$ cat src/rtl/alarma_carro_if.sv
// Key-fob/sensor inputs and status outputs of the car-alarm sequencer.
// master drives requests and sensors; slave is the alarm FSM.
interface alarma_carro_if #(
   parameter int unsigned N_ZONES = 4
) ();
   logic               arm_req;
   logic               disarm_req;
   logic [N_ZONES-1:0] zone_mask;
   logic [N_ZONES-1:0] zones;
   logic [2:0]         state;
   logic               siren;
   logic               led;
   logic [N_ZONES-1:0] tripped_zones;
   logic [7:0]         trip_count;
   logic               arm_fault;
   logic               chirp;

   modport master (
      output arm_req, disarm_req, zone_mask, zones,
      input  state, siren, led, tripped_zones, trip_count, arm_fault, chirp
   );

   modport slave (
      input  arm_req, disarm_req, zone_mask, zones,
      output state, siren, led, tripped_zones, trip_count, arm_fault, chirp
   );
endinterface

$ cat src/rtl/alarma_carro_fsm.sv
// Car-alarm sequencer: exit delay, entry delay, timed siren, auto re-arm.
// Define ALARMA_CHIRP_EN to enable arm/disarm confirmation chirps.
module alarma_carro_fsm #(
   parameter int unsigned N_ZONES   = 4,
   parameter int unsigned EXIT_DLY  = 8,
   parameter int unsigned ENTRY_DLY = 8,
   parameter int unsigned SIREN_CYC = 16,
   parameter int unsigned TMR_W     = 8
) (
   input logic              clk,
   input logic              reset,
   alarma_carro_if.slave    io
);

   localparam int unsigned ST_W = 3;
   localparam int unsigned CNT_W = 8;

   localparam logic [ST_W-1:0] S_DISARMED = 3'd0;
   localparam logic [ST_W-1:0] S_ARMING   = 3'd1;
   localparam logic [ST_W-1:0] S_ARMED    = 3'd2;
   localparam logic [ST_W-1:0] S_ENTRY    = 3'd3;
   localparam logic [ST_W-1:0] S_ALARM    = 3'd4;

`ifdef ALARMA_CHIRP_EN
   localparam logic CHIRP_EN = 1'b1;
`else
   localparam logic CHIRP_EN = 1'b0;
`endif

   logic [ST_W-1:0]    r_state;
   logic [TMR_W-1:0]   r_timer;
   logic [N_ZONES-1:0] r_tripped;
   logic [CNT_W-1:0]   r_count;
   logic               r_fault;
   logic               r_chirp;
   logic               r_siren;
   logic               r_led;

   logic [N_ZONES-1:0] w_open;
   logic [ST_W-1:0]    w_state_nxt;
   logic [TMR_W-1:0]   w_timer_nxt;
   logic [N_ZONES-1:0] w_tripped_nxt;
   logic [CNT_W-1:0]   w_count_nxt;
   logic               w_fault_nxt;
   logic               w_chirp_ev;
   logic               w_chirp_nxt;
   logic               w_siren_nxt;
   logic               w_led_nxt;

   assign w_open = io.zones & io.zone_mask;

   // State register; status outputs are registered alongside it.
   always_ff @(posedge clk) begin
      if (reset) begin
         r_state   <= S_DISARMED;
         r_timer   <= '0;
         r_tripped <= '0;
         r_count   <= '0;
         r_fault   <= 1'b0;
         r_chirp   <= 1'b0;
         r_siren   <= 1'b0;
         r_led     <= 1'b0;
      end else begin
         r_state   <= w_state_nxt;
         r_timer   <= w_timer_nxt;
         r_tripped <= w_tripped_nxt;
         r_count   <= w_count_nxt;
         r_fault   <= w_fault_nxt;
         r_chirp   <= w_chirp_nxt;
         r_siren   <= w_siren_nxt;
         r_led     <= w_led_nxt;
      end
   end

   // Next-state logic; disarm overrides every state except DISARMED.
   always_comb begin
      w_state_nxt   = r_state;
      w_timer_nxt   = r_timer;
      w_tripped_nxt = r_tripped;
      w_count_nxt   = r_count;
      w_fault_nxt   = 1'b0;
      w_chirp_ev    = 1'b0;
      if (io.disarm_req && (r_state != S_DISARMED)) begin
         w_state_nxt = S_DISARMED;
         w_timer_nxt = '0;
         w_chirp_ev  = 1'b1;
      end else begin
         case (r_state)
            S_DISARMED: begin
               if (io.arm_req) begin
                  w_state_nxt   = S_ARMING;
                  w_timer_nxt   = TMR_W'(EXIT_DLY - 1);
                  w_tripped_nxt = '0;
               end
            end
            S_ARMING: begin
               if (r_timer == '0) begin
                  if (w_open == '0) begin
                     w_state_nxt = S_ARMED;
                     w_chirp_ev  = 1'b1;
                  end else begin
                     w_state_nxt = S_DISARMED;
                     w_fault_nxt = 1'b1;
                  end
               end else begin
                  w_timer_nxt = r_timer - TMR_W'(1);
               end
            end
            S_ARMED: begin
               if (w_open != '0) begin
                  w_state_nxt   = S_ENTRY;
                  w_timer_nxt   = TMR_W'(ENTRY_DLY - 1);
                  w_tripped_nxt = r_tripped | w_open;
               end
            end
            S_ENTRY: begin
               w_tripped_nxt = r_tripped | w_open;
               if (r_timer == '0) begin
                  w_state_nxt = S_ALARM;
                  w_timer_nxt = TMR_W'(SIREN_CYC - 1);
                  if (r_count != '1) w_count_nxt = r_count + CNT_W'(1);
               end else begin
                  w_timer_nxt = r_timer - TMR_W'(1);
               end
            end
            S_ALARM: begin
               w_tripped_nxt = r_tripped | w_open;
               if (r_timer == '0) w_state_nxt = S_ARMED;
               else               w_timer_nxt = r_timer - TMR_W'(1);
            end
            default: begin
               w_state_nxt = S_DISARMED;
               w_timer_nxt = '0;
            end
         endcase
      end
   end

   // Output decode from the upcoming state so the registered outputs track it.
   always_comb begin
      w_siren_nxt = 1'b0;
      w_led_nxt   = 1'b0;
      w_chirp_nxt = CHIRP_EN & w_chirp_ev;
      case (w_state_nxt)
         S_ARMED:            w_led_nxt = 1'b1;
         S_ALARM: begin
            w_led_nxt   = 1'b1;
            w_siren_nxt = 1'b1;
         end
         S_ARMING, S_ENTRY:  w_led_nxt = w_timer_nxt[0];
         default:            w_led_nxt = 1'b0;
      endcase
   end

   assign io.state         = r_state;
   assign io.siren         = r_siren;
   assign io.led           = r_led;
   assign io.tripped_zones = r_tripped;
   assign io.trip_count    = r_count;
   assign io.arm_fault     = r_fault;
   assign io.chirp         = r_chirp;

endmodule
$ cat src/flat_wrapper.sv
// flat-port wrapper written by rule: the top's interface ports become plain ports
module alarma_carro_fsm_flat 
#(
   parameter int unsigned N_ZONES   = 4,
   parameter int unsigned EXIT_DLY  = 8,
   parameter int unsigned ENTRY_DLY = 8,
   parameter int unsigned SIREN_CYC = 16,
   parameter int unsigned TMR_W     = 8
)
  (clk, reset, io_arm_req, io_disarm_req, io_zone_mask, io_zones, io_state, io_siren, io_led, io_tripped_zones, io_trip_count, io_arm_fault, io_chirp);
  alarma_carro_if #(.N_ZONES(N_ZONES)) io_i ();
  input logic clk;
  input logic reset;
  input wire logic [$bits(io_i.arm_req)-1:0] io_arm_req;
  input wire logic [$bits(io_i.disarm_req)-1:0] io_disarm_req;
  input wire logic [$bits(io_i.zone_mask)-1:0] io_zone_mask;
  input wire logic [$bits(io_i.zones)-1:0] io_zones;
  output wire logic [$bits(io_i.state)-1:0] io_state;
  output wire logic [$bits(io_i.siren)-1:0] io_siren;
  output wire logic [$bits(io_i.led)-1:0] io_led;
  output wire logic [$bits(io_i.tripped_zones)-1:0] io_tripped_zones;
  output wire logic [$bits(io_i.trip_count)-1:0] io_trip_count;
  output wire logic [$bits(io_i.arm_fault)-1:0] io_arm_fault;
  output wire logic [$bits(io_i.chirp)-1:0] io_chirp;
  assign io_i.arm_req = io_arm_req;
  assign io_i.disarm_req = io_disarm_req;
  assign io_i.zone_mask = io_zone_mask;
  assign io_i.zones = io_zones;
  assign io_state = io_i.state;
  assign io_siren = io_i.siren;
  assign io_led = io_i.led;
  assign io_tripped_zones = io_i.tripped_zones;
  assign io_trip_count = io_i.trip_count;
  assign io_arm_fault = io_i.arm_fault;
  assign io_chirp = io_i.chirp;
  alarma_carro_fsm #(.N_ZONES(N_ZONES), .EXIT_DLY(EXIT_DLY), .ENTRY_DLY(ENTRY_DLY), .SIREN_CYC(SIREN_CYC), .TMR_W(TMR_W)) u_core (.clk(clk), .reset(reset), .io(io_i));
endmodule
$ cat config.mk
export PLATFORM = sky130hd
export DESIGN_NAME = alarma_carro_fsm_flat
export DESIGN_NICKNAME = d
export VERILOG_FILES = /design/src/rtl/alarma_carro_if.sv /design/src/rtl/alarma_carro_fsm.sv /design/src/flat_wrapper.sv
export SDC_FILE = /design/constraint.sdc
export NUM_CORES = 1
export LEC_CHECK = 0
export ABC_CLOCK_PERIOD_IN_PS = 2660
export CAP_MARGIN = 5
export CORE_ASPECT_RATIO = 2
export CORE_UTILIZATION = 35
export DETAILED_ROUTE_END_ITERATION = 6
export PLACE_DENSITY_LB_ADDON = 0.05
export SLEW_MARGIN = 20
export SYNTH_ARGS = -nofsm -noshare
export SYNTH_HDL_FRONTEND = slang
export SYNTH_SLANG_ARGS = --single-unit
$ cat constraint.sdc
create_clock -name clk -period 2.66 [get_ports clk]
set_input_delay 0.266 -clock clk [delete_from_list [all_inputs] [get_ports clk]]
set_output_delay 0.266 -clock clk [all_outputs]
set_load 0.005 [all_outputs]
* Word-level counts from Yosys, hierarchy flattened
Cells that the tools add are included.
** Operators by class
- Mux-type cells :: 20
- Shift operators :: 0
- Add/subtract/negate cells :: 2
- Bitwise gates (word level) :: 5
- Eq/ne operators :: 12
- Div/mod/pow operators :: 0
- Multiply operators :: 0
- $lt $le $gt $ge :: 0
- Reduce and logical (&&, ||, !) cells :: 16
** Operators with widths (number)
- 8-bit two-way mux :: 4
- 8-bit case mux with 4 select lines :: 1
- 3-bit two-way mux :: 6
- 3-bit case mux with 5 select lines :: 1
- 3-bit by 2-bit == test with 1-bit output (second input constant) :: 4
- 4-bit case mux with 3 select lines :: 1
- 2-bit OR reduction :: 5
- 8-bit by 1-bit adder with 8-bit output (second input constant) :: 1
- 8-bit zero test :: 1
- 4-bit two-way mux :: 2
- 8-bit inequality test (second input constant) :: 1
- 4-bit AND reduction :: 2
- 8-bit by 1-bit subtractor with 8-bit output (second input constant) :: 1
- 3-bit by 1-bit == test with 1-bit output (second input constant) :: 2
- 3-bit == test (second input constant) :: 2
- 3-bit nonzero test :: 2
- 4-bit AND :: 1
- 4-bit zero test :: 1
- 2-bit inequality test (second input constant) :: 2
- 4-bit bitwise OR :: 1
- 4-bit nonzero test :: 1
- 4-bit OR reduction :: 1
- 3-bit zero test :: 1
- 1-bit two-way mux :: 3
- 6 further kinds :: 8
** Storage, ports and cells
- Memory bits (writable) :: 0
- Memories :: 0
- Output and inout bits :: 19
- Flip-flop bits (word level) :: 26
- Bits in read-only memories :: 0
- Bits in latches :: 0

* Depth between registers and ports, before layout
- Word-level depth :: 9
- Mapped depth :: 10

* Least setup slack after synthesis
OpenSTA, ideal clock, no wires.
- Kind :: register to register
- From :: reg u_core.r_timer[0]
- To :: reg u_core.r_led, in the netlist u_core.io.led
- Path slack :: 0.138 ns
- Setup time :: 0.114 ns
- Cell stages (with the launch flop) :: 11
- Required time :: 2.546 ns
- Clock period less this slack :: 2.522 ns
- Buffers on the path :: 0
- Data arrival time :: 2.408 ns
- Path through :: dfxtp_1 -> inv_1 -> ha_1 -> or4b_4 -> nor2_2 -> inv_4 -> ha_1 -> and3_1 -> o311ai_0 -> o221ai_1 -> a21o_1
** On the way
- Cells in the longest elaborated chain, start to end :: 7
** Ends and longest elaborated chain
- from (decl) :: RTL line alarma_carro_fsm.sv:31 : logic [TMR_W-1:0] r_timer;
- from (signal assigned) :: RTL line alarma_carro_fsm.sv:65 : r_timer <= w_timer_nxt;
- parallel branches: the longest is 6 deep, another holds 8-bit by 1-bit subtractor with 8-bit output
- 1-bit case mux with 2 select lines (*) :: RTL line alarma_carro_fsm.sv:144 : case (w_state_nxt)
- to (signal assigned) :: RTL line alarma_carro_fsm.sv:71 : r_led <= w_led_nxt;
- to (decl) :: RTL line alarma_carro_fsm.sv:37 : logic r_led;
Mark *: on every way between the ends. The select of a mux whose other input is x is not followed.
A chain may end at the register's enable or synchronous reset.

* Final worst setup path
Same ends and word-level chain as after synthesis.

==> summary.md <==
| Metric | Value |
|---|---|
| Slew HR | 62.2% |
| Worst skew pair latency | 0.27 ns |
| IO Count | 31 |
| Peak supply drop | 258 uV |
| Total gr overflow | 0 |
| Mapped Cells | 188 |
| Hold Vio Cnt, Final | 0 |
| CTS Hold Bufs | 0 |
| Max cap viols | 0 |
| Via-per-instance ratio | 5.43 |
| Fmax | 399 MHz |
| CTS tree | done |
| Final Setup Violations | 0 |
| Starting density of the core | 36.2% |
| Ys flop type | dfxtp_1 |
| Antenna viol nets, final | 0 |
| Cell Pwr Density | 591 nW/um^2 |
| Largest net degree at the start of global routing | 16 |
| Area grow syn2layout | 26.7% |
| FFs w/ async S/R, synth | 0% |
| Post-Layout Inst Area | 1970 um^2 |
| Placed Area | 1910 um^2 |
| Residual DRC count | 0 |
| Wirelength, routed | 4.39 mm |
| Worst-path clk slew | 0.09 ns |
| WL per Instance | 15.9 um |
| Final Util | 45.8% |
| Antenna Cells | 0 |
| Hpwl dp | 3.51 mm |
| Post-synthesis register bit count | 26 |
| TritonRoute pass-1 iters | 4 |
| Die Span X | 49.1 um |
| Pleak | 0.739 nW |
| Pre-CTS WS | 0.0740 ns |
| H-tree depth | 1 |
| Post-synth EDFFs | 0 |
| Pwr Total | 1.16 mW |
| Post_cts resized | 0 |
| Setup Skew | 0.00687 ns |
| Die area | 4730 um^2 |
| CP Capture Type | register |
| Clock sinks | 26 |
| Req. time, crit path | 2.84 ns |
| Status | completed |
| Synth warnings | 0 |
| Number of global-route vias before repair | 1,534 |
| TritonCTS buffer count | 3 |
| DIE HEIGHT | 96.2 um |
| Setup CP Type | register to register |
| Routability cong. | 0.848 |
| Mapped Area | 1550 um^2 |
| Final-report max-slew violation count | 0 |
| Synth unique cells | 53 |
| First-pass GRT wire length | 7.31 mm |
| Postcts setup bufs | 0 |
| Post-route worst setup slack | 0.152 ns |
| Final min period | 2.51 ns |
| GRT Util Overall | 20.1% |
| HP Class | register to register |
| Setup_tns | 0 ns |
| Core area | 4300 um^2 |
| CTS max path bufs | 2 |
| Initial DRC count | 23 |
| Critical Path AT | 2.69 ns |
| Initial antenna violation count | 0 |
| Core Rows | 34 |
| Max FO, Critical Path | 8 |
| Buffers on Ports | 29 |
| Syn nets | 204 |
| Period utilization | 94.3% |
| Avg Cell Area, Syn | 8.27 um^2 |
| Worst Setup Start Kind | register |
| RSZ-0062 raised after global routing | false |
| Fraction of layout cells with a size suffix above 1 | 10.8% |
| Clock Tree Root | clkbuf_8 |
| Sequential area share after synthesis | 33.5% |
| Final #Nets | 240 |
| Worst slew pin tran | 0.563 ns |
| Via count | 1,504 |
stage by stage:
step	hold slack (ns)	cells
3_3_place_gp	0.448	273
4_1_cts	0.477	277
3_5_place_dp	0.455	273
5_1_grt	0.497	277
2_1_floorplan	0.350	188
6_report	0.471	277
layout make-up:
class                           instances  area [um^2]
Inverter                                7         28.8
Timing Repair Buffer                   39          365
Fill cell                             453         2330
Multi-Input combinational cell        147          932
Sequential cell                        26          520
Clock buffer                            4         55.1
Tap cell                               54         67.6
worst max-delay path, cell delays in order (launching register included):
cell	delay, ns
dfxtp_1	0.35
inv_1	0.11
ha_1	0.19
or4b_4	0.52
nor2_4	0.14
inv_4	0.07
ha_1	0.27
and3_1	0.19
o311ai_1	0.23
o221ai_1	0.17
a21o_1	0.17
final timing paths:
check                                                        startpoint                                       to  slack [ns]  cells after the start
worst max-delay path                       u_core.r_timer[0]$_SDFF_PP0_                 u_core.io.led$_SDFF_PP0_        0.15                     10
worst max register to register             u_core.r_timer[0]$_SDFF_PP0_                 u_core.io.led$_SDFF_PP0_        0.15                     10
worst min register to register  u_core.io.tripped_zones[0]$_SDFFE_PP0P_  u_core.io.tripped_zones[0]$_SDFFE_PP0P_        0.47                      1
worst min-delay path            u_core.io.tripped_zones[0]$_SDFFE_PP0P_  u_core.io.tripped_zones[0]$_SDFFE_PP0P_        0.47                      1
power by group:
group	internal, mW	switching [mW]
clock	0.132	0.127
sequential	0.417	0.0343
combinational	0.203	0.250
total	0.753	0.411
cells in the final DEF (no fill, tap or decap), drive strengths merged, types with 3 or more instances in the layout:
| cell | count |
|---|---|
| and4 | 3 |
| ha | 4 |
| inv | 7 |
| dfxtp | 26 |
| nand2 | 13 |
| xor2 | 6 |
| and3 | 3 |
| o21ai | 6 |
| o21a | 4 |
| clkbuf | 4 |
| buf | 10 |
| clkdlybuf4s50 | 29 |
| a21oi | 14 |
| nand4 | 5 |
| nor3 | 10 |
| a211oi | 4 |
| nor3b | 3 |
| nor2 | 27 |
| nand3 | 6 |
per-layer routing:
metal | share of wire (%) | track usage [%]
met1 | 36 | 18.8
met2 | 57 | 40.2
met3 | 2.2 | 2.21
met4 | 4.1 | 12.5
met5 | 0 | 0
flip-flops by register name, indices dropped and copies added, names as in the netlist:
register and count:
u_core.io.arm_fault 1, u_core.io.state 3, u_core.r_timer 8, u_core.io.siren 1
u_core.io.trip_count 8, u_core.io.led 1, u_core.io.tripped_zones 4
Yosys cell counts, types with 2 or more instances:
cell,instances,area share (%)
xor2_1,6,3.4
and3_1,3,1.2
ha_1,4,3.2
nand2_1,12,2.9
buf_6,4,2.9
nand4b_1,2,1.1
dfxtp_1,26,33
nor4b_1,2,1.1
o21a_1,4,1.9
nand3b_1,2,0.97
inv_1,6,1.4
a21o_1,2,0.97
o22ai_1,2,0.81
buf_4,2,0.97
o21ai_0,6,1.9
nor3_1,10,3.2
mux2i_1,2,1.3
a21oi_1,14,4.5
a31oi_1,2,0.81
nand3_1,6,1.9
a211oi_1,4,1.9
and4_1,2,1.1
a2bb2oi_1,2,1.1
nor3b_1,3,1.4
xnor2_1,2,1.1
nor2_1,26,6.3
nor2b_1,2,0.81
nand4_1,5,2.0
cell families (layout without fill, tap and decap cells):
group	count (synthesis)	count (layout)	share of synthesized area, %
mux	2	2	1.29
simple gates	86	86	30.8
compound gates	46	46	19.6
fa+ha+maj	4	4	3.22
other cells	1	1	0.241
buf+inv	15	50	6.84
xor+xnor	8	8	4.51
flops	26	26	33.5
Power figures use the tool's default switching activity.
